--- config.mk ---
export PLATFORM = sky130hd
export DESIGN_NAME = sdram_seq_ctrl_flat
export DESIGN_NICKNAME = d
export VERILOG_FILES = /design/src/rtl/sdram_seq_ctrl_pkg.sv /design/src/rtl/sdram_seq_ctrl_if.sv /design/src/rtl/sdram_seq_ctrl_ref_timer.sv /design/src/rtl/sdram_seq_ctrl.sv /design/src/flat_wrapper.sv
export SDC_FILE = /design/constraint.sdc
export NUM_CORES = 1
export LEC_CHECK = 0
export ABC_AREA = 1
export BUFFER_PORTS_ARGS = -buffer_cell sky130_fd_sc_hd__buf_2
export CORE_MARGIN = 3
export CORE_UTILIZATION = 56
export DETAILED_ROUTE_END_ITERATION = 10
export PLACE_DENSITY = 0.72
export SLEW_MARGIN = 10
export SYNTH_ARGS = -nofsm -noshare
export SYNTH_HDL_FRONTEND = slang
export SYNTH_SLANG_ARGS = --single-unit
--- constraint.sdc ---
create_clock -name clk -period 3.5 [get_ports clk]
set_input_delay 0 -clock clk [delete_from_list [all_inputs] [get_ports clk]]
set_output_delay 0 -clock clk [all_outputs]
set_load 0.02 [all_outputs]
--- src/rtl/sdram_seq_ctrl_pkg.sv ---
// Shared SDRAM sequencer definitions: command encodings, FSM states, default mode word.
package sdram_pkg;

  localparam logic [3:0] CMD_INHIBIT = 4'b1111;
  localparam logic [3:0] CMD_NOP     = 4'b0111;
  localparam logic [3:0] CMD_PRE     = 4'b0010;
  localparam logic [3:0] CMD_AREF    = 4'b0001;
  localparam logic [3:0] CMD_LMR     = 4'b0000;

  localparam logic [12:0] MODE_REG_DEFAULT = 13'h032;
  localparam int unsigned PRE_ALL_BIT      = 10;

  typedef enum logic [3:0] {
    ST_WAIT_PWR,
    ST_PRE,
    ST_WAIT_RP,
    ST_AREF,
    ST_WAIT_RFC,
    ST_LMR,
    ST_WAIT_MRD,
    ST_IDLE,
    ST_R_PRE,
    ST_R_WAIT_RP,
    ST_R_AREF,
    ST_R_WAIT_RFC,
    ST_USER
  } seq_state_t;

endpackage

--- src/rtl/sdram_seq_ctrl_if.sv ---
// SDRAM command bus plus user-engine request/busy/grant handshake.
interface sdram_seq_ctrl_if;
  logic [3:0]  cmd_o;
  logic [12:0] addr_o;
  logic [1:0]  ba_o;
  logic        cke_o;
  logic        user_req_i;
  logic        user_busy_i;
  logic        user_grant_o;

  modport master (
    output cmd_o, addr_o, ba_o, cke_o, user_grant_o,
    input  user_req_i, user_busy_i
  );

  modport slave (
    input  cmd_o, addr_o, ba_o, cke_o, user_grant_o,
    output user_req_i, user_busy_i
  );
endinterface

--- src/rtl/sdram_seq_ctrl_ref_timer.sv ---
// Free-running refresh period counter with single pending flag and sticky late flag.
module sdram_ref_timer #(
  parameter int unsigned REF_PERIOD = 780
) (
  input  logic clk,
  input  logic rst_n,
  input  logic restart,
  input  logic en,
  input  logic clr,
  output logic pending_o,
  output logic late_o
);

  localparam int unsigned CNT_W = (REF_PERIOD > 1) ? $clog2(REF_PERIOD) : 1;

  logic [CNT_W-1:0] cnt;
  logic             wrap;

  assign wrap = en && (cnt == CNT_W'(REF_PERIOD - 1));

  always_ff @(posedge clk or negedge rst_n) begin
    if (!rst_n) begin
      cnt       <= '0;
      pending_o <= 1'b0;
      late_o    <= 1'b0;
    end else if (restart) begin
      cnt       <= '0;
      pending_o <= 1'b0;
      late_o    <= 1'b0;
    end else begin
      if (en) cnt <= wrap ? '0 : cnt + 1'b1;
      // A wrap coinciding with the FSM taking the request starts a fresh period, not a late one
      if (wrap) begin
        pending_o <= 1'b1;
        if (pending_o && !clr) late_o <= 1'b1;
      end else if (clr) begin
        pending_o <= 1'b0;
      end
    end
  end

endmodule

--- src/rtl/sdram_seq_ctrl.sv ---
// SDRAM init sequencer, periodic refresh scheduler and command-bus arbiter.
// Optional saturating refresh counter on ref_cnt_o when SDRAM_REF_CNT_EN is defined.
module sdram_seq_ctrl
  import sdram_pkg::*;
#(
  parameter int unsigned INIT_WAIT  = 20000,
  parameter int unsigned REF_PERIOD = 780,
  parameter int unsigned T_RP       = 2,
  parameter int unsigned T_RFC      = 7,
  parameter int unsigned T_MRD      = 2,
  parameter int unsigned INIT_REFS  = 8,
  parameter logic [12:0] MODE_REG   = MODE_REG_DEFAULT
) (
  input  logic                    clk,
  input  logic                    rst_n,
  input  logic                    sdram_rst_n,
  sdram_seq_ctrl_if.master        bus,
  output logic                    init_done_o,
  output logic                    ref_late_o
`ifdef SDRAM_REF_CNT_EN
  ,
  output logic [15:0]             ref_cnt_o
`endif
);

  localparam int unsigned DLY_W = $clog2(INIT_WAIT + 1);
  localparam int unsigned IDX_W = $clog2(INIT_REFS);

  seq_state_t       state;
  logic [DLY_W-1:0] dly;
  logic [IDX_W-1:0] ref_idx;
  logic [3:0]       cmd_q;
  logic [12:0]      addr_q;
  logic             cke_q;
  logic             grant_q;
  logic             ref_pending;
  logic             ref_take;

  assign ref_take = (state == ST_IDLE) && ref_pending;

  assign bus.cmd_o        = cmd_q;
  assign bus.addr_o       = addr_q;
  assign bus.ba_o         = '0;
  assign bus.cke_o        = cke_q;
  assign bus.user_grant_o = grant_q;

  // dly is set to 1 on each command edge; the next command issues once dly reaches T_x
  always_ff @(posedge clk or negedge rst_n) begin
    if (!rst_n) begin
      state       <= ST_WAIT_PWR;
      dly         <= '0;
      ref_idx     <= '0;
      cmd_q       <= CMD_INHIBIT;
      addr_q      <= '0;
      cke_q       <= 1'b0;
      init_done_o <= 1'b0;
      grant_q     <= 1'b0;
    end else if (!sdram_rst_n) begin
      state       <= ST_WAIT_PWR;
      dly         <= '0;
      ref_idx     <= '0;
      cmd_q       <= CMD_INHIBIT;
      addr_q      <= '0;
      cke_q       <= 1'b0;
      init_done_o <= 1'b0;
      grant_q     <= 1'b0;
    end else begin
      cmd_q  <= CMD_NOP;
      addr_q <= '0;
      cke_q  <= 1'b1;
      unique case (state)
        ST_WAIT_PWR: begin
          if (dly == DLY_W'(INIT_WAIT)) begin
            cmd_q               <= CMD_PRE;
            addr_q[PRE_ALL_BIT] <= 1'b1;
            state               <= ST_PRE;
            dly                 <= DLY_W'(1);
            ref_idx             <= '0;
          end else begin
            dly <= dly + 1'b1;
          end
        end
        ST_PRE, ST_WAIT_RP: begin
          if (dly >= DLY_W'(T_RP)) begin
            cmd_q <= CMD_AREF;
            state <= ST_AREF;
            dly   <= DLY_W'(1);
          end else begin
            dly   <= dly + 1'b1;
            state <= ST_WAIT_RP;
          end
        end
        ST_AREF, ST_WAIT_RFC: begin
          if (dly >= DLY_W'(T_RFC)) begin
            dly <= DLY_W'(1);
            if (ref_idx == IDX_W'(INIT_REFS - 1)) begin
              cmd_q  <= CMD_LMR;
              addr_q <= MODE_REG;
              state  <= ST_LMR;
            end else begin
              cmd_q   <= CMD_AREF;
              state   <= ST_AREF;
              ref_idx <= ref_idx + 1'b1;
            end
          end else begin
            dly   <= dly + 1'b1;
            state <= ST_WAIT_RFC;
          end
        end
        ST_LMR, ST_WAIT_MRD: begin
          if (dly >= DLY_W'(T_MRD)) begin
            state       <= ST_IDLE;
            init_done_o <= 1'b1;
          end else begin
            dly   <= dly + 1'b1;
            state <= ST_WAIT_MRD;
          end
        end
        ST_IDLE: begin
          if (ref_pending) begin
            cmd_q               <= CMD_PRE;
            addr_q[PRE_ALL_BIT] <= 1'b1;
            state               <= ST_R_PRE;
            dly                 <= DLY_W'(1);
          end else if (bus.user_req_i) begin
            grant_q <= 1'b1;
            state   <= ST_USER;
          end
        end
        ST_R_PRE, ST_R_WAIT_RP: begin
          if (dly >= DLY_W'(T_RP)) begin
            cmd_q <= CMD_AREF;
            state <= ST_R_AREF;
            dly   <= DLY_W'(1);
          end else begin
            dly   <= dly + 1'b1;
            state <= ST_R_WAIT_RP;
          end
        end
        ST_R_AREF, ST_R_WAIT_RFC: begin
          if (dly >= DLY_W'(T_RFC)) begin
            state <= ST_IDLE;
          end else begin
            dly   <= dly + 1'b1;
            state <= ST_R_WAIT_RFC;
          end
        end
        ST_USER: begin
          if (!bus.user_busy_i) begin
            grant_q <= 1'b0;
            state   <= ST_IDLE;
          end
        end
        default: state <= ST_WAIT_PWR;
      endcase
    end
  end

  sdram_ref_timer #(
    .REF_PERIOD (REF_PERIOD)
  ) u_ref_timer (
    .clk       (clk),
    .rst_n     (rst_n),
    .restart   (!sdram_rst_n),
    .en        (init_done_o),
    .clr       (ref_take),
    .pending_o (ref_pending),
    .late_o    (ref_late_o)
  );

`ifdef SDRAM_REF_CNT_EN
  // Counts the cycle after AREF is on the bus; restart priority drops an in-flight count
  always_ff @(posedge clk or negedge rst_n) begin
    if (!rst_n) begin
      ref_cnt_o <= '0;
    end else if (!sdram_rst_n) begin
      ref_cnt_o <= '0;
    end else if (cmd_q == CMD_AREF && ref_cnt_o != '1) begin
      ref_cnt_o <= ref_cnt_o + 1'b1;
    end
  end
`endif

endmodule

--- src/flat_wrapper.sv ---
// flat-port wrapper written by rule: the top's interface ports become plain ports
module sdram_seq_ctrl_flat import sdram_pkg::*;
#(
  parameter int unsigned INIT_WAIT  = 20000,
  parameter int unsigned REF_PERIOD = 780,
  parameter int unsigned T_RP       = 2,
  parameter int unsigned T_RFC      = 7,
  parameter int unsigned T_MRD      = 2,
  parameter int unsigned INIT_REFS  = 8,
  parameter logic [12:0] MODE_REG   = MODE_REG_DEFAULT
)
  (clk, rst_n, sdram_rst_n, init_done_o, ref_late_o, bus_cmd_o, bus_addr_o, bus_ba_o, bus_cke_o, bus_user_grant_o, bus_user_req_i, bus_user_busy_i);
  sdram_seq_ctrl_if bus_i ();
  input  logic clk;
  input  logic rst_n;
  input  logic sdram_rst_n;
  output logic init_done_o;
  output logic ref_late_o;
  output wire logic [$bits(bus_i.cmd_o)-1:0] bus_cmd_o;
  output wire logic [$bits(bus_i.addr_o)-1:0] bus_addr_o;
  output wire logic [$bits(bus_i.ba_o)-1:0] bus_ba_o;
  output wire logic [$bits(bus_i.cke_o)-1:0] bus_cke_o;
  output wire logic [$bits(bus_i.user_grant_o)-1:0] bus_user_grant_o;
  input wire logic [$bits(bus_i.user_req_i)-1:0] bus_user_req_i;
  input wire logic [$bits(bus_i.user_busy_i)-1:0] bus_user_busy_i;
  assign bus_cmd_o = bus_i.cmd_o;
  assign bus_addr_o = bus_i.addr_o;
  assign bus_ba_o = bus_i.ba_o;
  assign bus_cke_o = bus_i.cke_o;
  assign bus_user_grant_o = bus_i.user_grant_o;
  assign bus_i.user_req_i = bus_user_req_i;
  assign bus_i.user_busy_i = bus_user_busy_i;
  sdram_seq_ctrl #(.INIT_WAIT(INIT_WAIT), .REF_PERIOD(REF_PERIOD), .T_RP(T_RP), .T_RFC(T_RFC), .T_MRD(T_MRD), .INIT_REFS(INIT_REFS), .MODE_REG(MODE_REG)) u_core (.clk(clk), .rst_n(rst_n), .sdram_rst_n(sdram_rst_n), .bus(bus_i), .init_done_o(init_done_o), .ref_late_o(ref_late_o));
endmodule
==> summary.md <==
| Metric | Value |
|---|---|
| Status | finished clean |
| Required time worst endpoint | approximately 3700 ps |
| Layout cells sized above 1 | 0.1106 |
| Root Buffer | clkbuf_8 |
| Critical Path Start | u_core.dly[0] |
| DR iter-0 viols | slightly above 200 |
| Total gr overflow | 0 |
| Worst-margin pin slew | 941.6 ps |
| Layout Nets | roughly 440 |
| Initial antenna violation count | 0 |
| Fraction of registers with async set/reset | 1.000 |
| Clk pwr share | 0.188 |
| Clk_lat worst skew | about 300 ps |
| Reg2reg end | u_core.dly[8] |
| H-tree Lvls | 2 |
| Psw | 0.0007504 W |
| Hold path startpoint | bus_user_busy_i |
| Worst hold path endpoint | u_core.state[3] |
| WL/cell | between 10 and 15 um |
| Routed WL | 6409 um |
| Number of CTS-inserted buffers | 5 |
| Synth area leaders | dfrtp_1 34%, nand2_1 15%, nand3_1 7.3%, nor2_1 7.0%, inv_1 5.2% |
| Unrepaired setup endpoints after global routing | no |
| Post CTS Setup Buffer Count | 0 |
| Post-Syn Area | 2899 um^2 |
| Worst endpoint data arrival time | 2240 ps |
| Crit path kind | flop to flop |
| Final cycle utilization of the critical path | 0.5763 |
| IO Pins | 28 |
| Global Route Usage Sum | 0.2248 |
| Distinct cells, synth | 34 |
| Sw frac | 0.4480 |
| Number of clock sinks | 43 |
| Register bit total from synthesis | 43 |
| CTS Hold Bufs | 1 |
| Leak Pwr | roughly 1.6 nW |
| Worst setup SP type | flop |
| RePlAce Congestion | about 0.9 |
| Mean Syn Cell Area | slightly below 7 um^2 |
| Drt pass-1 iters | 5 |
| Delay of the slowest cell on the worst path | approximately 430 ps |
| Worst R2R Setup Slack | ~1500 ps |
| CP dominant cell by count | nand2_1 |
| Hold/Removal Path Class | primary input to flop |
| Max cap viols | 0 |
| Period minus WS final | 2017 ps |
| Area growth, synth to finish | 5.524% |
| Post-synth top area cell | dfrtp_1 |
| Post-CTS sizing | 0 |
| Ant. Diodes | 0 |
| Sequential area share after synthesis | 0.3729 |
| FMAX | 0.4958 GHz |
| Port Buf Inserts | 16 |
| Critical path capture point type | flop |
| Fill cell count | around 470 |
| Slowest CP cell | dfrtp_1 |
| Die area | ~6000 um^2 |
| Die W | ~78 um |
| CP Cell Sequence | ha_1, nand2_1, inv_1, nand2_1, nor2_1, nand2_1, nand2_2, nand2_2, nand2_1, nor2_2, nand3_1, o21ai_1 |
| Via count | around 2700 |
| Pwr/cell area | 547.5 nW/um^2 |
| EDFF count, synth | 0 |
| Buf+Inv Stages, Crit Path | 1 |
| Pint | just over 0.0009 W |
| Power share of the combinational group | 0.438 |
| Final Hold Viols | 0 |
| Via count of the first global-routing pass | around 2500 |
| Core box area | slightly below 5000 um^2 |
| DRT antenna net count | 0 |
| TritonCTS clock tree | built |
| Syn Inst Count | around 420 |
| Sequential power share | 0.374 |
| Synth top cells by count | 116 x nand2_1, 54 x nor2_1, 42 x nand3_1 |
| Worst r2r path cells | 12 |
| Max-slew violation count | 0 |
| Via/cell ratio | about 5.4 |
| Yosys warnings | 0 |
| Setup Viol. Count Final | 0 |
| Max Fanout on Critical Path | 11 |
| DRC Markers | 0 |
| Setup TNS | 0 ps |
| Delay-heaviest family, CP | simple AND/OR/NAND/NOR gates |
| Most common cell in the synthesized netlist | nand2_1 |
| Rows | 25 |
| Reg-to-reg startpoint | u_core.dly[0] |
| Die H | ~78 um |
| Slew Limit Headroom | 0.3723 |
| Worst vdd ir | approximately 0.23 mV |
| Main flop type after synthesis | dfrtp_1 |
| Pin count of the biggest net entering global routing | between 40 and 50 |
| Fin Clk Skew | slightly below 7 ps |
| First-pass GRT wire length | approximately 11000 um |
| Non-Filler Instances | between 500 and 600 |
| Hold Path Cell Cnt | 3 |
| Initial core utilization | 0.5979 |
| Placed Cells | 492 |
| Synth top area share | 0.3366 |
| Clock Pin Slew Worst Setup and Hold Paths | ~80 ps |
| Post-DP HPWL | 4741 um |
| Clock tree buffer depth | 2 |
==> power groups by stage <==
stage / Combinational (W) / Sequential (W) / Clock, W
3_5_place_dp: 0.000726 / 0.000635 / 0
6_report: 0.000734 / 0.000626 / 0.000314
4_1_cts: 0.000731 / 0.000625 / 0.000327
2_1_floorplan: 0.000555 / 0.000645 / 0
3_3_place_gp: 0.000726 / 0.000636 / 0
5_1_grt: 0.000833 / 0.000638 / 0.000346
==> layer usage <==
layer,GRT usage,share of wire,vias up
met5,0,0,-
met3,0.04060,0.065,11
li1,-,-,1351
met2,0.3613,0.45,97
met1,0.3043,0.47,1224
met4,0.07867,0.020,0
==> sequential cells by signal, indices dropped and copies added (netlist names) <==
register	cells
u_core.u_ref_timer.pending_o	1
u_core.bus.cmd_o	4
u_core.bus.cke_o	1
u_core.bus.user_grant_o	1
u_core.state	4
u_core.u_ref_timer.late_o	1
u_core.ref_idx	3
u_core.u_ref_timer.cnt	10
u_core.bus.addr_o	2
u_core.dly	15
u_core.init_done_o	1
==> worst max-delay path by stage <==
stage	to	cells after the start	slack [ps]
CTS	u_core.dly[8]	12	1480
detailed placement	u_core.dly[7]	12	1500
global route	u_core.dly[8]	12	1280
floorplan	u_core.dly[14]	12	1890
finish	u_core.dly[8]	12	1480
global placement	u_core.dly[8]	12	1520
==> worst register-to-register path, cell delays in order, from the launching register on <==
cell     delay, ps
dfrtp_1        430
ha_1           240
nand2_1        130
inv_1           70
nand2_1         60
nor2_1          40
nand2_1         90
nand2_2        120
nand2_2        120
nand2_1         70
nor2_2         350
nand3_1        120
o21ai_1        100
==> cell type report <==
class | count | area (um^2) | share of cell area
well taps | 67 | 83.83 | 0.02740
multi-input cells | 321 | 1546 | 0.5055
clock buffers | 5 | 68.82 | 0.02249
clock inverters | 3 | 20.02 | 0.006544
inverters | 45 | 168.9 | 0.05521
repair buffers | 17 | 90.09 | 0.02945
flip-flops and latches | 43 | 1081 | 0.3534
==> metrics by stage <==
step	power (W)	hold slack (ps)	worst slack, ps	utilization	instance area, um^2
2_1_floorplan	0.001200	-295.6	1893	-	2937
3_3_place_gp	0.001362	200.1	1521	0.6106	2960
3_5_place_dp	0.001360	199.2	1500	0.6106	2960
4_1_cts	0.001684	0.6279	1479	0.6310	3059
5_1_grt	0.001817	5.529	1276	0.6310	3059
6_report	0.001675	9.997	1483	0.6310	3059
==> kinds of logic after synthesis <==
kind of cell             share of synthesized area
buffers and inverters                       0.1066
AND/OR/NAND/NOR                             0.3811
adder cells (fa/ha/maj)                    0.02589
flip-flops                                  0.3729
other                                     0.001294
AO/OA/AOI/OAI                              0.08805
XOR/XNOR                                   0.02417
==> placed cells by master, fill, tap and decap left out <==
| cell type | count |
|---|---|
| nor2_1 | 54 |
| o22ai_4 | 1 |
| a31oi_1 | 1 |
| dfstp_2 | 4 |
| dfrtp_1 | 39 |
| nor3b_1 | 1 |
| inv_1 | 40 |
| nor3_1 | 14 |
| dlygate4sd3_1 | 1 |
| ha_1 | 6 |
| a21oi_1 | 8 |
| a211oi_1 | 1 |
| o21ai_1 | 9 |
| buf_2 | 16 |
| o21a_1 | 3 |
| nand3b_4 | 1 |
| nor2_4 | 1 |
| nand4_1 | 10 |
| nand3_1 | 42 |
| or2_2 | 1 |
| clkinvlp_4 | 2 |
| o31ai_1 | 2 |
| nand3_2 | 1 |
| nor2_2 | 6 |
| conb_1 | 11 |
| xor2_1 | 8 |
| o21ai_0 | 18 |
| inv_2 | 4 |
| nand2_2 | 5 |
| o41ai_1 | 1 |
| clkinv_2 | 1 |
| clkinv_1 | 1 |
| nand2_1 | 116 |
| clkbuf_8 | 5 |
No activity file was read; power rests on OpenSTA's default activity.
